$ cat config.mk
export PLATFORM = sky130hd
export DESIGN_NAME = mux3_rr_arbiter
export DESIGN_NICKNAME = d
export VERILOG_FILES = /design/src/rtl/mux3_rr_arbiter.sv
export SDC_FILE = /design/constraint.sdc
export NUM_CORES = 1
export LEC_CHECK = 0
export ABC_AREA = 0
export CAP_MARGIN = 5
export CORE_MARGIN = 2
export CORE_UTILIZATION = 50
export DETAILED_ROUTE_END_ITERATION = 10
export HOLD_SLACK_MARGIN = 0.1
export PLACE_DENSITY = 0.82
export REMOVE_ABC_BUFFERS = 1
export SLEW_MARGIN = 20
export SYNTH_ARGS = -nofsm -noshare
export SYNTH_HDL_FRONTEND = slang
export SYNTH_SLANG_ARGS = --single-unit
$ cat constraint.sdc
create_clock -name clk -period 3.9 [get_ports clk]
set_clock_uncertainty 0.2 [all_clocks]
set_input_delay 0.585 -clock clk [delete_from_list [all_inputs] [get_ports clk]]
set_output_delay 0.585 -clock clk [all_outputs]
set_load 0.1 [all_outputs]
$ cat src/rtl/mux3_rr_arbiter.sv
// Round-robin arbiter for a shared 3:1 mux: drives one-hot grant and mux select,
// rotating the owner out once it has held the mux MAX_HOLD cycles under contention.
module mux3_rr_arbiter #(
  parameter int unsigned MAX_HOLD = 4
) (
  input  logic       clk,
  input  logic       rst_n,
  input  logic [2:0] REQ,
  output logic [2:0] GNT,
  output logic [1:0] S,
  output logic       VALID,
  output logic       PREEMPT
);

  localparam int unsigned CW = $clog2(MAX_HOLD + 1);
  localparam logic [CW-1:0] HOLD_LIM = CW'(MAX_HOLD);
  localparam logic [CW-1:0] CNT_ONE  = CW'(1);

  typedef enum logic {
    IDLE,
    GRANT
  } state_t;

  state_t        state_q, state_d;
  logic [1:0]    ptr_q, ptr_d;
  logic [CW-1:0] cnt_q, cnt_d;
  logic [2:0]    gnt_q, gnt_d;
  logic [1:0]    sel_q, sel_d;
  logic          valid_q, valid_d;
  logic          preempt_q, preempt_d;

  logic [1:0]    pick_ptr;
  logic [1:0]    pick_next;
  logic [1:0]    owner_next;
  logic          owner_req;
  logic          other_req;

  // First set request bit scanning start, start+1, start+2 (mod 3).
  function automatic logic [1:0] rr_pick(input logic [2:0] req, input logic [1:0] start);
    logic [1:0] idx;
    logic       hit;
    rr_pick = '0;
    hit     = 1'b0;
    for (int unsigned j = 0; j < 3; j++) begin
      idx = 2'((32'(start) + j) % 3);
      if (!hit && req[idx]) begin
        rr_pick = idx;
        hit     = 1'b1;
      end
    end
  endfunction

  function automatic logic [1:0] inc3(input logic [1:0] i);
    inc3 = (i == 2'd2) ? 2'd0 : i + 2'd1;
  endfunction

  function automatic logic [2:0] onehot(input logic [1:0] i);
    onehot = 3'(3'b001 << i);
  endfunction

  always_ff @(posedge clk or negedge rst_n) begin
    if (!rst_n) begin
      state_q   <= IDLE;
      ptr_q     <= '0;
      cnt_q     <= '0;
      gnt_q     <= '0;
      sel_q     <= '0;
      valid_q   <= 1'b0;
      preempt_q <= 1'b0;
    end else begin
      state_q   <= state_d;
      ptr_q     <= ptr_d;
      cnt_q     <= cnt_d;
      gnt_q     <= gnt_d;
      sel_q     <= sel_d;
      valid_q   <= valid_d;
      preempt_q <= preempt_d;
    end
  end

  // In GRANT, sel_q is the owner index; the search past it puts the owner last,
  // so it is only re-picked when nobody else is requesting.
  always_comb begin
    owner_next = inc3(sel_q);
    pick_ptr   = rr_pick(REQ, ptr_q);
    pick_next  = rr_pick(REQ, owner_next);
    owner_req  = |(REQ & gnt_q);
    other_req  = |(REQ & ~gnt_q);

    state_d   = state_q;
    ptr_d     = ptr_q;
    cnt_d     = cnt_q;
    gnt_d     = gnt_q;
    sel_d     = sel_q;
    valid_d   = valid_q;
    preempt_d = 1'b0;

    unique case (state_q)
      IDLE: begin
        if (|REQ) begin
          gnt_d   = onehot(pick_ptr);
          sel_d   = pick_ptr;
          valid_d = 1'b1;
          cnt_d   = CNT_ONE;
          state_d = GRANT;
        end
      end
      GRANT: begin
        if (!owner_req) begin
          ptr_d = owner_next;
          if (other_req) begin
            gnt_d = onehot(pick_next);
            sel_d = pick_next;
            cnt_d = CNT_ONE;
          end else begin
            gnt_d   = '0;
            valid_d = 1'b0;
            state_d = IDLE;
          end
        end else if (cnt_q == HOLD_LIM) begin
          if (other_req) begin
            gnt_d     = onehot(pick_next);
            sel_d     = pick_next;
            ptr_d     = owner_next;
            cnt_d     = CNT_ONE;
            preempt_d = 1'b1;
          end
        end else begin
          cnt_d = cnt_q + CNT_ONE;
        end
      end
      default: state_d = IDLE;
    endcase
  end

  always_comb begin
    GNT     = gnt_q;
    S       = sel_q;
    VALID   = valid_q;
    PREEMPT = preempt_q;
  end

endmodule

==> impl_metrics.json <==
{
  "status": "finished clean",
  "nets": 112,
  "yosysTopAreaCell": "dfrtp_1",
  "drt_first_iter_violations": 45,
  "swShare_pct": 53.9,
  "period_share_pct": 70.5,
  "clk_path_buf_depth": 2,
  "worst_path_max_delay_cell": "clkdlybuf4s50_1",
  "gp_congestion": 0.907,
  "setup_slack_ns": 1.15,
  "rr_startpoint": "ptr_q[0]",
  "antenna_left": 0,
  "hold_depth": 1,
  "grt_usage_pct": 21.0,
  "ios": 12,
  "die-area_um2": 1930,
  "cpLargestDelayFamily": "buffers and inverters",
  "grt_pass1_wl_mm": 2.94,
  "insertion_delay_ns": 0.29,
  "yosysWarningCount": 0,
  "hold_start": "cnt_q[2]",
  "max_freq_mhz": 364,
  "routed_wl_mm": 1.79,
  "dr.pass1.iters": 5,
  "setup-tns-final_ns": 0,
  "cp_slowest_stage_delay_ns": 1.19,
  "regArea_um2": 325,
  "multiInputGateArea_um2": 438,
  "p_switching_w": 0.000454,
  "grt_overflow": 0,
  "syn_area_um2": 800,
  "power_density_nw_per_um2": 890,
  "hp-class": "flop to flop",
  "internal_power_w": 0.000388,
  "path_buf_inv": 1,
  "drive_gt1_share_pct": 7.84,
  "io_buffers": 11,
  "numCtsBuffers": 3,
  "min_period_ns": 2.75,
  "holdPathEnd": "cnt_q[2]",
  "cp_max_fo": 8,
  "r2r_slack_ns": 1.90,
  "worstMarginPinSlew_ns": 0.969,
  "cts_hold_buf": 0,
  "reg2reg_to": "GNT[0]",
  "antenna_found_initial": 0,
  "grt_pass1_vias": 667,
  "nFillCells": 116,
  "netlist_instances": 89,
  "slew_viol_final": 0,
  "pre_cts_ws_ns": 1.27,
  "crit_type": "flop to primary output",
  "via_per_inst": 6.19,
  "setup_viol": 0,
  "synthTopCellsByArea": "dfrtp_1 41%, ha_1 6.3%, nand2_1 4.7%, nand2b_1 4.7%, a21oi_1 3.8%",
  "yosysTopAreaCellShare_pct": 40.7,
  "pwr-share-seq_pct": 28.1,
  "die_w_um": 44.0,
  "area_growth_pct": 18.5,
  "crit_required_ns": 3.12,
  "ys_ff_latch": 13,
  "diodes": 0,
  "p_leak_nw": 0.432,
  "post_drt_wl_per_cell_um": 15.2,
  "p_comb_share_pct": 61.6,
  "finalHoldViolations": 0,
  "cp_cell_sequence": "clkdlybuf4s50_1",
  "core_um2": 1510,
  "vias": 730,
  "htree_num_levels": 1,
  "cp-start-kind": "flop",
  "p_clk_share_pct": 10.2,
  "worst_ep_arrival_time_ns": 1.96,
  "ys_types": 29,
  "cts_tree": "done",
  "cts-root-buf": "clkbuf_4",
  "die_h_um": 44.0,
  "grt_start_max_net_pins": 14,
  "cts_sinks": 13,
  "drc_errors": 0,
  "ir_drop_v": 0.000745,
  "clk_pin_slew_ns": 0.09,
  "r2r_cells": 7,
  "avgSynthCellArea_um2": 8.98,
  "rsz0062_at_grt": "false",
  "dpl.hpwl_mm": 1.28,
  "num_rows": 14,
  "relSlewSlack_pct": 35.2,
  "yosysSeqAreaShare_pct": 40.7,
  "crit_path_end_kind": "primary output",
  "drv_cap": 0,
  "post_cts_buffers": 0,
  "start_util_pct": 53.1,
  "post_cts_resized": 0
}
## layout make-up
| type | count | area share, % |
|---|---|---|
| clock buffer | 3 | 2.38 |
| clock inverter | 1 | 0.528 |
| inverter | 7 | 2.77 |
| multi-input combinational | 67 | 46.2 |
| sequential | 13 | 34.3 |
| tap | 16 | 2.11 |
| timing repair buffer | 11 | 11.6 |
## cells in the final DEF (no fill, tap or decap), types with 2 or more instances in the layout
cell type	n
inv_1	7
a21oi_1	6
clkdlybuf4s50_1	11
nor2_1	6
dfrtp_1	13
a21o_1	2
nor2b_1	3
clkbuf_4	3
o21ai_0	2
ha_1	4
o31ai_1	4
and3_1	2
nand3_1	3
nand2_1	10
a31oi_1	3
nand2b_1	6
o211ai_1	3
## power by group through the flow
stage               Sequential (W)  Combinational, W  Clock (W)
floorplan                 0.000411          0.000219          0
global placement          0.000235          0.000499          0
detailed placement        0.000237          0.000511          0
CTS                       0.000236          0.000517  0.0000862
global route              0.000242          0.000555  0.0000956
finish                    0.000237          0.000519  0.0000864
## cell families (layout without fill, tap and decap cells)
kind of cell	after synthesis	count (layout)	synth area share, %
and+or+nand+nor	33	33	20.2
AOI/OAI and AO/OA	26	26	22.5
DFF	13	13	40.7
buffers and inverters	9	22	4.54
adders and majority gates	5	5	7.51
muxes	3	3	4.54
## Yosys cell counts, drive strengths merged
library cell	number
nor2b	3
a21oi	6
inv	7
a222oi	1
nand2	10
or3	1
o22ai	2
a21o	2
o31ai	4
and3	2
o21a	1
mux2i	1
nor2	6
o211ai	3
o21ai	3
nor3	1
mux2	2
and2	1
a31oi	4
nand3	3
maj3	1
ha	4
dfrtp	13
nand2b	6
buf	2
## state kept, by name (all words and copies together) (netlist names)
| name | count |
|---|---|
| GNT | 3 |
| PREEMPT | 1 |
| S | 2 |
| VALID | 1 |
| cnt_q | 3 |
| ptr_q | 2 |
| state_q | 1 |
## routing by layer
layer,global-route usage (%),share of wire (%),vias to the layer above
met1,27.1,46,350
met3,5.42,6.4,5
met4,9.09,1.4,0
met5,0,0,-
met2,33.2,46,36
li1,-,-,339
## metrics by stage
stage               cells  utilization, %  power (W)  cell area, um^2  hold WS, ns
floorplan              87               -   0.000631              790       0.0894
global placement      114            61.0   0.000734              920        0.271
detailed placement    114            61.0   0.000749              920        0.276
CTS                   118            62.9   0.000839              947        0.293
global route          118            62.9   0.000893              947        0.324
finish                118            62.9   0.000843              947        0.316
## worst max-delay path by stage
| stage | cells past startpoint | to | slack (ns) | from |
|---|---|---|---|---|
| after floorplan | 4 | GNT[0] | 1.60 | GNT[1] |
| after global placement | 5 | GNT[0] | 1.35 | REQ[1] |
| after detailed placement | 5 | GNT[0] | 1.27 | REQ[1] |
| after CTS | 1 | S[1] | 1.15 | S[1] |
| after global routing | 1 | S[1] | 1.09 | S[1] |
| final | 1 | S[1] | 1.15 | S[1] |
No activity file was read; power rests on OpenSTA's default activity.
